`src/rtl/inst_fetch_unit.sv`:
```
// Fetch stage: owns the PC, reads InstMemory with zero wait states and buffers {pc, inst}
// pairs in a small FIFO toward decode. Redirects flush the buffer and may halt on misalignment.
//   state    | meaning
//   ST_FETCH | fetching sequentially, pushing into FIFO when room (or same-cycle pop)
//   ST_FAULT | halted on misaligned redirect target, no pushes, misaligned_out=1
module inst_fetch_unit #(
  parameter int unsigned              ADDR_WIDTH = 64,
  parameter int unsigned              DATA_WIDTH = 32,
  parameter logic [ADDR_WIDTH-1:0]    RESET_PC   = '0,
  parameter int unsigned              BUF_DEPTH  = 2
) (
  input  logic                  clk_in,
  input  logic                  rst_n_in,
  output logic [ADDR_WIDTH-1:0] imem_addr_out,
  input  logic [DATA_WIDTH-1:0] imem_data_in,
  input  logic                  redirect_valid_in,
  input  logic [ADDR_WIDTH-1:0] redirect_pc_in,
  output logic                  inst_valid_out,
  input  logic                  inst_ready_in,
  output logic [DATA_WIDTH-1:0] inst_out,
  output logic [ADDR_WIDTH-1:0] pc_out,
  output logic                  misaligned_out
);

  localparam int PW = $clog2(BUF_DEPTH);
  localparam int CW = $clog2(BUF_DEPTH + 1);

  typedef enum logic {
    ST_FETCH = 1'b0,
    ST_FAULT = 1'b1
  } state_t;

  state_t                state_q, state_d;
  logic [ADDR_WIDTH-1:0] fetch_pc_q, fetch_pc_d;
  logic [CW-1:0]         count_q, count_d;
  logic [PW-1:0]         rd_ptr_q, rd_ptr_d;
  logic [PW-1:0]         wr_ptr_q, wr_ptr_d;
  logic [ADDR_WIDTH-1:0] pc_buf_q   [BUF_DEPTH];
  logic [DATA_WIDTH-1:0] inst_buf_q [BUF_DEPTH];
  logic                  push, pop;

  assign imem_addr_out  = fetch_pc_q;
  assign inst_valid_out = (count_q != '0);
  assign misaligned_out = (state_q == ST_FAULT);
  assign inst_out       = inst_valid_out ? inst_buf_q[rd_ptr_q] : '0;
  assign pc_out         = inst_valid_out ? pc_buf_q[rd_ptr_q]   : '0;

  always_comb begin
    state_d    = state_q;
    fetch_pc_d = fetch_pc_q;
    count_d    = count_q;
    rd_ptr_d   = rd_ptr_q;
    wr_ptr_d   = wr_ptr_q;
    pop        = inst_valid_out & inst_ready_in;
    // A same-cycle pop frees the slot, so a full FIFO still streams one instruction per cycle.
    push       = (state_q == ST_FETCH) & ~redirect_valid_in &
                 ((count_q < CW'(BUF_DEPTH)) | pop);

    if (redirect_valid_in) begin
      count_d    = '0;
      rd_ptr_d   = '0;
      wr_ptr_d   = '0;
      fetch_pc_d = redirect_pc_in;
      state_d    = (redirect_pc_in[1:0] == 2'b00) ? ST_FETCH : ST_FAULT;
    end else begin
      if (push) begin
        wr_ptr_d   = wr_ptr_q + PW'(1);
        fetch_pc_d = fetch_pc_q + ADDR_WIDTH'(4);
      end
      if (pop) begin
        rd_ptr_d = rd_ptr_q + PW'(1);
      end
      case ({push, pop})
        2'b10:   count_d = count_q + CW'(1);
        2'b01:   count_d = count_q - CW'(1);
        default: count_d = count_q;
      endcase
    end
  end

  always_ff @(posedge clk_in) begin
    if (!rst_n_in) begin
      state_q    <= ST_FETCH;
      fetch_pc_q <= RESET_PC;
      count_q    <= '0;
      rd_ptr_q   <= '0;
      wr_ptr_q   <= '0;
    end else begin
      state_q    <= state_d;
      fetch_pc_q <= fetch_pc_d;
      count_q    <= count_d;
      rd_ptr_q   <= rd_ptr_d;
      wr_ptr_q   <= wr_ptr_d;
    end
  end

  // Storage needs no reset: entries are only observable while count is non-zero.
  always_ff @(posedge clk_in) begin
    if (rst_n_in && push) begin
      pc_buf_q[wr_ptr_q]   <= fetch_pc_q;
      inst_buf_q[wr_ptr_q] <= imem_data_in;
    end
  end

endmodule

```
`config.mk`:
```
export PLATFORM = sky130hd
export DESIGN_NAME = inst_fetch_unit
export DESIGN_NICKNAME = d
export VERILOG_FILES = /design/src/rtl/inst_fetch_unit.sv
export SDC_FILE = /design/constraint.sdc
export NUM_CORES = 1
export LEC_CHECK = 0
export BUFFER_PORTS_ARGS = -buffer_cell sky130_fd_sc_hd__buf_4
export CAP_MARGIN = 10
export CORE_MARGIN = 2
export CORE_UTILIZATION = 40
export CTS_CLUSTER_DIAMETER = 150
export CTS_CLUSTER_SIZE = 16
export DETAILED_ROUTE_END_ITERATION = 10
export GPL_TIMING_DRIVEN = 0
export PLACE_DENSITY = 0.59
export SLEW_MARGIN = 30
export SYNTH_ARGS = -nofsm -noshare
export SYNTH_HDL_FRONTEND = slang
export SYNTH_SLANG_ARGS = --single-unit
export TNS_END_PERCENT = 30
```
`constraint.sdc`:
```
create_clock -name clk_in -period 9.6 [get_ports clk_in]
set_input_delay 0.96 -clock clk_in [delete_from_list [all_inputs] [get_ports clk_in]]
set_output_delay 0.96 -clock clk_in [all_outputs]
set_load 0.1 [all_outputs]
```
==> flow_summary.yaml, run 1 <==
global_route:
  grt_pass1_vias: 8144
  antenna_found_initial: 3
  grt_util_met1_pct: 28.8
  grt_pass1_wl_um: 47800
  grt_max_degree: 37
  grt_busiest_layer: "met2"
  met3_usage_pct: 4.49
  grt_use_met2_pct: 34.2
  gr-total-overflow: 0
  grtUsageTotal_pct: 21.2
status:
  outcome: "finished clean"
sta:
  timing.hold.ws_ns: 0.516
  worst_pin_slew_ns: 0.984
  min_period_over_period_pct: 43.5
  setup_viol: 0
  period_needed_ns: 4.18
  maxSlewViolCount: 0
  relSlewSlack_pct: 34.4
  max_freq_ghz: 0.239
  rsz0062_at_grt: "false"
  finalSetupTns_ns: 0
  hold_violations: 0
  skew_ns: 0.0243
min_path:
  whs_path_depth: 0
  worstHoldPathType: "reg2reg"
synthesis:
  ys_seq_area_share_pct: 63.7
  netlist.area_leader.share_pct: 51.3
  synth_compound_area_share_pct: 6.71
  synth_top_family_by_area: "simple AND/OR/NAND/NOR gates"
  yosysUniqueCellTypes: 49
  synthCells: 913
  synth_adder_area_share_pct: 0.223
  synth_edf_count: 192
  netlist_area_um2: 11200
  syn-num-nets: 1015
  avgSynthCellArea_um2: 12.3
  yosysWarnings: 0
  ys_async_sr_fraction_pct: 0
  muxShareOfSynthArea_pct: 9.08
  synth_xor_area_share_pct: 2.34
  synth_area_leaders: "edfxtp_1 51%, dfxtp_1 12%, mux2i_1 9.1%"
  synthSimpleGateAreaFrac_pct: 15.5
  synthFlopType: "edfxtp_1"
  yosys.area.top_type: "edfxtp_1"
  yosys_register_bits: 262
clock_network:
  htreeDepth: 1
  cts.hold.buffers_added: 0
  cts_buffer_depth: 3
  cts_root_buf: "clkbuf_16"
  clkTransAtPathRegs_ns: 0.07
  cts_resized: 0
  cts.sinks: 262
  cts_tree: "done"
  insertion_delay_ns: 0.52
  numCtsBuffers: 20
  cts_setup_buffers: 0
flow_run:
  max_cap_violations: 0
die:
  initial_core_util_pct: 40.6
  rows: 61
  io_pins: 262
  die_x_um: 172
  die_h_um: 172
  dieArea_um2: 29500
  core_area_um2: 27700
drt:
  drtIter0Drc: 695
  drt_wl_total_um: 32100
  ant_nets: 0
  drc: 0
  wire_per_inst_um: 20.0
  vias: 8535
  firstDrtPassIters: 7
  drt-vias-per-instance: 5.31
worst_setup_path:
  cp.arrival_ns: 3.22
  crit_type: "reg2out"
  rr_worst_depth: 5
  worst_path_most_repeated_cell: "buf_1"
  crit_fanout: 10
  end_kind: "output port"
  critPathRequiredTime_ns: 8.64
  crit_slowest_cell: "buf_1"
  path_cells: "clkbuf_1, buf_1, buf_1, mux2i_1, nor2_1, buf_4"
  start_kind: "flip-flop"
  critical-path-max-stage-delay_ns: 0.78
finish:
  area_growth_pct: 28.4
  fin_nets: 1315
  multi_input_area_um2: 3810
  fillCellCount: 2526
  drive_above_1_share_pct: 25.8
  regArea_um2: 7170
placement:
  dp_hpwl_um: 23400
  portBuffers: 261
  place_congestion: 0.894
power:
  p_leak_nw: 5.17
  ir_drop_mv: 0.133
  power-per-cell-area_nw_per_um2: 182
## routing by layer
metal  share of wire (%)  up-vias
met5               0.041        -
met2                  46      331
li1                    -     4042
met1                  43     4114
met4                 2.7        2
met3                 8.3       46
## cell families (layout without fill, tap and decap cells)
family / after synthesis / after routing
AOI/OAI and AO/OA: 113 / 113
xor gates and xnor gates: 30 / 30
adders and majority gates: 2 / 2
buffers and inverters: 65 / 379
DFF: 262 / 262
muxes: 102 / 102
other: 0 / 2
and+or+nand+nor: 339 / 339
## worst max-delay path, delay by kind of cell, from the launching register on
family / cells / cell delay, ns
flip-flops: 1 / 0.31
AND/OR/NAND/NOR: 1 / 0.16
multiplexers: 1 / 0.16
buffers and inverters: 4 / 2.08
## flip-flops by register name (all words and copies together), names as in the netlist, named ones only
name / flops
count_q: 2
imem_addr_out: 64
inst_buf_q: 64
misaligned_out: 1
pc_buf_q: 128
rd_ptr_q: 1
wr_ptr_q: 1
## per-stage QoR
stage	power [mW]	cells	instance area, µm²	setup WS, ns	util (%)
after floorplan	1.71	913	11200	0.750	-
after global placement	1.86	1552	13700	-4.46	49.4
after detailed placement	1.86	1569	13800	5.69	50.0
after CTS	2.66	1605	14400	5.32	52.1
after global routing	2.73	1607	14400	5.17	52.1
final	2.63	1607	14400	5.42	52.1
## final timing paths
check                                  startpoint                end  slack (ns)
worst max-delay path                    flip-flop         pc_out[23]        5.42
worst min-delay path             imem_addr_out[0]     pc_buf_q[1][0]        0.52
worst max register to register  imem_addr_out[35]  imem_addr_out[58]        6.82
worst min register to register   imem_addr_out[0]     pc_buf_q[1][0]        0.52
## cell usage after synthesis (all sizes together), types with 8 or more instances
cell type / instances
nand4: 25
a21oi: 8
dfxtp: 70
xor2: 19
inv: 9
a31oi: 14
nor2: 142
clkbuf: 32
and4: 12
or3: 12
and3: 15
or4: 14
nand2: 39
a211oi: 17
nor4: 18
buf: 23
xnor2: 11
o21ai: 37
nor3: 12
o31ai: 11
mux2i: 102
nand3: 28
edfxtp: 192
## cell usage in the layout, fill, tap and decap left out, drive strengths merged, types with 3 or more instances in the layout
| cell type | count |
|---|---|
| nand2b | 3 |
| and3 | 15 |
| o211ai | 6 |
| buf | 301 |
| xnor2 | 11 |
| or3 | 12 |
| o21ai | 37 |
| nor4b | 5 |
| nand3 | 28 |
| edfxtp | 192 |
| inv | 10 |
| and2 | 5 |
| or4 | 14 |
| a21oi | 8 |
| nand4 | 25 |
| mux2i | 102 |
| a211oi | 17 |
| xor2 | 19 |
| nor3 | 12 |
| o311a | 3 |
| clkbuf | 67 |
| nor2 | 142 |
| a31oi | 14 |
| and4 | 12 |
| nor4 | 18 |
| nor3b | 6 |
| o31a | 5 |
| o31ai | 11 |
| dfxtp | 70 |
| nand2 | 39 |
| a311oi | 3 |
## layout make-up
| class | count | area share, % |
|---|---|---|
| Sequential cell | 262 | 49.6 |
| Timing Repair Buffer | 278 | 14.7 |
| Tap cell | 378 | 3.28 |
| Clock inverter | 1 | 0.0780 |
| Buffer | 55 | 1.65 |
| Clock buffer | 35 | 4.00 |
| Inverter | 10 | 0.260 |
| Multi-Input combinational cell | 586 | 26.4 |
| Antenna cell | 2 | 0.0347 |
## power breakdown
| group | switching, mW | internal [mW] | leakage, nW | total, mW |
|---|---|---|---|---|
| clock | 0.388 | 0.411 | 0.281 | 0.800 |
| combinational | 0.400 | 0.122 | 2.56 | 0.522 |
| sequential | 0.0461 | 1.26 | 2.34 | 1.31 |
| total | 0.834 | 1.80 | 5.17 | 2.63 |
(Power assumes the default switching activity.)
==> inputs of run 2 (changes only) <==
Settings changed: PLACE_DENSITY 0.59 to 0.62.
Clock period 9.6 ns to 3.6 ns, I/O delays scaled along.
==> run 2 against run 1 <==
Clock skew rose by 0.00082 ns. Largest power group unchanged. Register-to-register slack got worse by 5.9 ns. Die area is the same. Final cell count is 0.50% lower. Sequential cell count did not move. Worst hold slack got worse by 0.49 ns. Via count decreased by 0.11%. Sequential power rose to 2.7 times the previous value.
==> flow_summary.yaml, run 2 (synthesized netlist as in run 1, its figures left out) <==
drt:
  dr.max_layer_used: "met4"
  drtIter0Drc: 556
  drt-vias-per-instance: 5.33
  wl_met2_um: 15000
  vias: 8526
  wire_per_inst_um: 20.3
  firstDrtPassIters: 5
  drt_wl_total_um: 32500
  drt-met1-wl_um: 14100
  ant_nets: 0
  wl_met3_um: 2310
  drc: 0
clock_network:
  numCtsBuffers: 20
  clkTransAtPathRegs_ns: 0.08
  cts.sinks: 262
  cts_buffer_depth: 3
  insertion_delay_ns: 0.52
  cts_tree: "done"
  htreeDepth: 1
  cts_resized: 3
  cts.hold.buffers_added: 0
  cts_setup_buffers: 0
  cts_root_buf: "clkbuf_16"
worst_setup_path:
  end_kind: "output port"
  critPathRequiredTime_ns: 3.24
  crit_fanout: 10
  cp.arrival_ns: 3.06
  start_kind: "flip-flop"
  crit_type: "reg2out"
die:
  core_area_um2: 27700
  io_pins: 262
  die_x_um: 172
  die_h_um: 172
  dieArea_um2: 29500
  initial_core_util_pct: 40.6
  rows: 61
finish:
  fin_util_pct: 52.3
  fillCellCount: 2440
  fin_nets: 1309
  regArea_um2: 7170
  diodes: 0
  finalNonFillerCells: 1599
  multi_input_area_um2: 3830
  final_cell_area_um2: 14500
  mostFrequentLayoutCell: "buf_4"
  largest_register_ffs: 128
  drive_above_1_share_pct: 26.2
  largest-register: "pc_buf_q"
  area_growth_pct: 28.9
  mostFrequentLayoutCells: "262 x buf_4, 192 x edfxtp_1, 140 x nor2_1, 102 x mux2i_1, 69 x dfxtp_1"
sta:
  min_period_over_period_pct: 95.0
  finalWorstSetupSlack_ns: 0.180
  worst_pin_slew_ns: 0.835
  setup_viol: 0
  max_freq_ghz: 0.292
  finalSetupTns_ns: 0
  rsz0062_at_grt: "false"
  hold_violations: 0
  period_needed_ns: 3.42
  relSlewSlack_pct: 43.6
  maxSlewViolCount: 0
  timing.hold.ws_ns: 0.0293
  skew_ns: 0.0251
min_path:
  worstHoldPathType: "in2reg"
power:
  ir_drop_mv: 0.312
  p_comb_share_pct: 20.0
  p_total_mw: 7.03
  swShare_pct: 31.7
  switchingPower_mw: 2.23
  power-per-cell-area_nw_per_um2: 485
  p_clk_share_pct: 30.3
  p_leak_nw: 5.19
  intPower_mw: 4.80
  p_seq_share_pct: 49.7
status:
  outcome: "finished clean"
global_route:
  gr-total-overflow: 0
  grt_pass1_wl_um: 47200
  antenna_found_initial: 0
  grtUsageTotal_pct: 21.1
  grt_max_degree: 38
  grt_pass1_vias: 8141
placement:
  place_inst: 1563
  dp_hpwl_um: 23500
  pre_cts_slack_ns: 0.441
  place_congestion: 0.869
  dpl-instance-area_um2: 13900
  portBuffers: 261
flow_run:
  max_cap_violations: 0
[run 2: cell types whose count changed in the layout (fill, tap and decap cells not counted), sizes merged]
cell | previous run | this run
diode | 2 | 0
clkdlybuf4s15 | 0 | 1
clkbuf | 67 | 69
buf | 301 | 292
[run 2: power groups by stage]
stage          logic [mW]  registers (mW)  clock network (mW)
6_report             1.41            3.50                2.13
3_5_place_dp         1.41            3.56                   0
5_1_grt              1.46            3.51                2.30
3_3_place_gp         1.39            3.57                   0
2_1_floorplan       0.671            3.88                   0
4_1_cts              1.41            3.49                2.19
[run 2: critical path, cell delays in order, from the launching register on]
cell and delay (ns):
dfxtp_1 0.31, clkbuf_1 0.43, clkdlybuf4s15_2 0.55, buf_1 0.61
mux2i_1 0.19, nor2_1 0.14, buf_4 0.30
[run 2: layout make-up]
class                   instances  area share [%]
flip-flops and latches        262            49.5
plain buffers                  55            1.91
repair buffers                272            14.6
multi-input cells             586            26.4
well taps                     378            3.26
clock inverters                 1          0.0777
inverters                      10           0.259
clock buffers                  35            3.99
[run 2: metal layers]
layer,vias to the layer above,track usage (%)
met1,4088,28.3
met3,66,3.45
li1,4043,-
met5,-,0
met2,329,34.5
met4,0,7.89
[run 2: final timing paths]
path | start | to | slack, ns | depth (start not counted)
max | flip-flop | pc_out[53] | 0.18 | 6
min | imem_data_in[17] | inst_buf_q[1][17] | 0.03 | 1
max reg2reg | imem_addr_out[2] | imem_addr_out[52] | 0.93 | 7
min reg2reg | imem_addr_out[20] | pc_buf_q[1][20] | 0.52 | 0
==> inputs of run 3 (changes only) <==
Settings changed: ABC_AREA set to 1, CAP_MARGIN 10 to 25, CTS_BUF_LIST set to sky130_fd_sc_hd__clkbuf_8 sky130_fd_sc_hd__clkbuf_16, PLACE_DENSITY 0.62 to 0.61.
==> run 3 against run 2 <==
Maximum frequency is 8.1% higher. Die area is 7.5% higher. Sequential share of layout area is 3.0 points lower. Cell area is 6.5% higher. Clock power is 2% lower. Area after synthesis is 7.7% higher. Largest cell class unchanged. Largest power group unchanged. Highest routed layer unchanged.
==> flow_summary.yaml, run 3 <==
placement:
  dp_hpwl_um: 28900
  portBuffers: 260
  place_congestion: 0.945
  dpl-instance-area_um2: 14800
synthesis:
  yosys.area.top_type: "edfxtp_1"
  avgSynthCellArea_um2: 8.69
  ys_seq_area_share_pct: 59.2
  yosysMostFrequentCell: "nand2_1"
  netlist_area_um2: 12100
  synthCells: 1394
  synth_edf_count: 192
  syn-num-nets: 1496
  synthFlopType: "edfxtp_1"
  yosysWarnings: 0
  synthTopCellsByCount: "468 x nand2_1, 192 x edfxtp_1, 148 x a21oi_1"
  netlist.area_leader.share_pct: 47.6
  ys_async_sr_fraction_pct: 0
  yosysUniqueCellTypes: 30
  synth_area_leaders: "edfxtp_1 48%, nand2_1 15%, dfxtp_1 12%"
  yosys_register_bits: 262
drt:
  drt_wl_total_um: 38200
  wire_per_inst_um: 18.2
  drc: 0
  vias: 10500
  drt-vias-per-instance: 5.01
  ant_nets: 0
  firstDrtPassIters: 5
  drtIter0Drc: 892
sta:
  skew_ns: 0.0164
  maxSlewViolCount: 0
  worst_pin_slew_ns: 0.772
  max_freq_ghz: 0.316
  rsz0062_at_grt: "false"
  hold_violations: 0
  setup_viol: 0
  period_needed_ns: 3.16
  min_period_over_period_pct: 87.8
  relSlewSlack_pct: 48.5
finish:
  regArea_um2: 7170
  mostFrequentLayoutCells: "468 x nand2_1, 260 x buf_4, 192 x edfxtp_1, 148 x a21oi_1, 142 x inv_1"
  final_cell_area_um2: 15400
  fillCellCount: 2817
  largest_register_ffs: 128
  multi_input_area_um2: 4250
  drive_above_1_share_pct: 20.2
  fin_nets: 1793
  fin_util_pct: 51.9
  area_growth_pct: 27.4
  mostFrequentLayoutCell: "nand2_1"
  largest-register: "pc_buf_q"
worst_setup_path:
  crit_slowest_cell: "clkbuf_1"
  crit_fanout: 10
  crit_type: "reg2out"
  critPathRequiredTime_ns: 3.24
  path_buf_inv: 4
  end_kind: "output port"
  path_cells: "buf_2, clkbuf_1, buf_1, nand2_1, a21oi_1, buf_4"
  critical-path-max-stage-delay_ns: 0.61
  start_kind: "flip-flop"
  crit_family: "buffers and inverters"
  cp.arrival_ns: 2.80
min_path:
  worstHoldPathType: "in2reg"
clock_network:
  cts_resized: 0
  cts_tree: "done"
  cts_buffer_depth: 3
  cts.sinks: 262
  htreeDepth: 1
  insertion_delay_ns: 0.52
  clkTransAtPathRegs_ns: 0.07
  cts_root_buf: "clkbuf_16"
  numCtsBuffers: 20
die:
  io_pins: 262
  initial_core_util_pct: 40.8
  core_area_um2: 29700
  die_h_um: 178
  dieArea_um2: 31700
  rows: 63
  die_x_um: 178
power:
  p_total_mw: 6.98
  ir_drop_mv: 0.255
  power-per-cell-area_nw_per_um2: 452
  p_leak_nw: 6.23
global_route:
  gr-total-overflow: 0
  antenna_found_initial: 1
  grt_max_degree: 23
  grt_pass1_vias: 9667
  grtUsageTotal_pct: 23.6
  grt_pass1_wl_um: 56600
status:
  outcome: "finished clean"
flow_run:
  max_cap_violations: 0
==> run 3: power by group <==
group / switching (mW) / internal [mW]
Clock: 1.03 / 1.06
Combinational: 1.09 / 0.319
Sequential: 0.123 / 3.36
==> run 3: repair_timing <==
| item | in CTS | in global routing |
|---|---|---|
| hold buffers | 0 | 2 |
| buffers inserted | 0 | 0 |
| hold endpoints to repair | 0 | 4 |
==> run 3: cell families (layout without fill, tap and decap cells) <==
logic type / Yosys count / in the layout / synth area share, %
flip-flops: 262 / 262 / 59.2
other: 0 / 1 / 0
buffers and inverters: 190 / 501 / 5.97
adder cells (fa/ha/maj): 2 / 2 / 0.207
AND/OR/NAND/NOR: 681 / 681 / 23.0
AO/OA/AOI/OAI: 242 / 242 / 10.4
XOR/XNOR: 17 / 17 / 1.23
==> run 3: layout make-up <==
type | count | share of cell area (%)
timing repair buffer | 275 | 14.3
antenna | 1 | 0.0162
clock buffer | 21 | 3.41
clock inverter | 15 | 0.414
sequential | 262 | 46.5
tap | 390 | 3.16
multi-input combinational | 942 | 27.5
inverter | 135 | 3.28
buffer | 55 | 1.45
==> run 3: worst paths after layout <==
check,startpoint,to,slack (ns),depth (start not counted)
hold / removal,imem_data_in[0],inst_buf_q[1][0],0.03,1
setup / recovery,flip-flop,pc_out[27],0.44,6
setup reg to reg,count_q[1],pc_buf_q[0][59],0.76,9
hold reg to reg,wr_ptr_q,wr_ptr_q,0.47,2
==> run 3: per-stage QoR <==
step	TNS (ns)	cells	setup WS, ns	hold WS, ns
4_1_cts	0	2093	0.434	0.00290
5_1_grt	0	2096	0.256	0.00183
2_1_floorplan	0	1394	0.0205	0.425
3_3_place_gp	-228.60	2044	-1.56	0.434
3_5_place_dp	0	2057	0.642	0.455
6_report	0	2096	0.438	0.0275
==> run 3: per-layer routing <==
layer  vias up  track usage (%)  wire length (µm)
met3        40             3.24              2890
met5         -                0                 0
met2       370             38.2             17600
li1       5177                -                 -
met1      4914             33.8             17000
met4         0             5.26               625
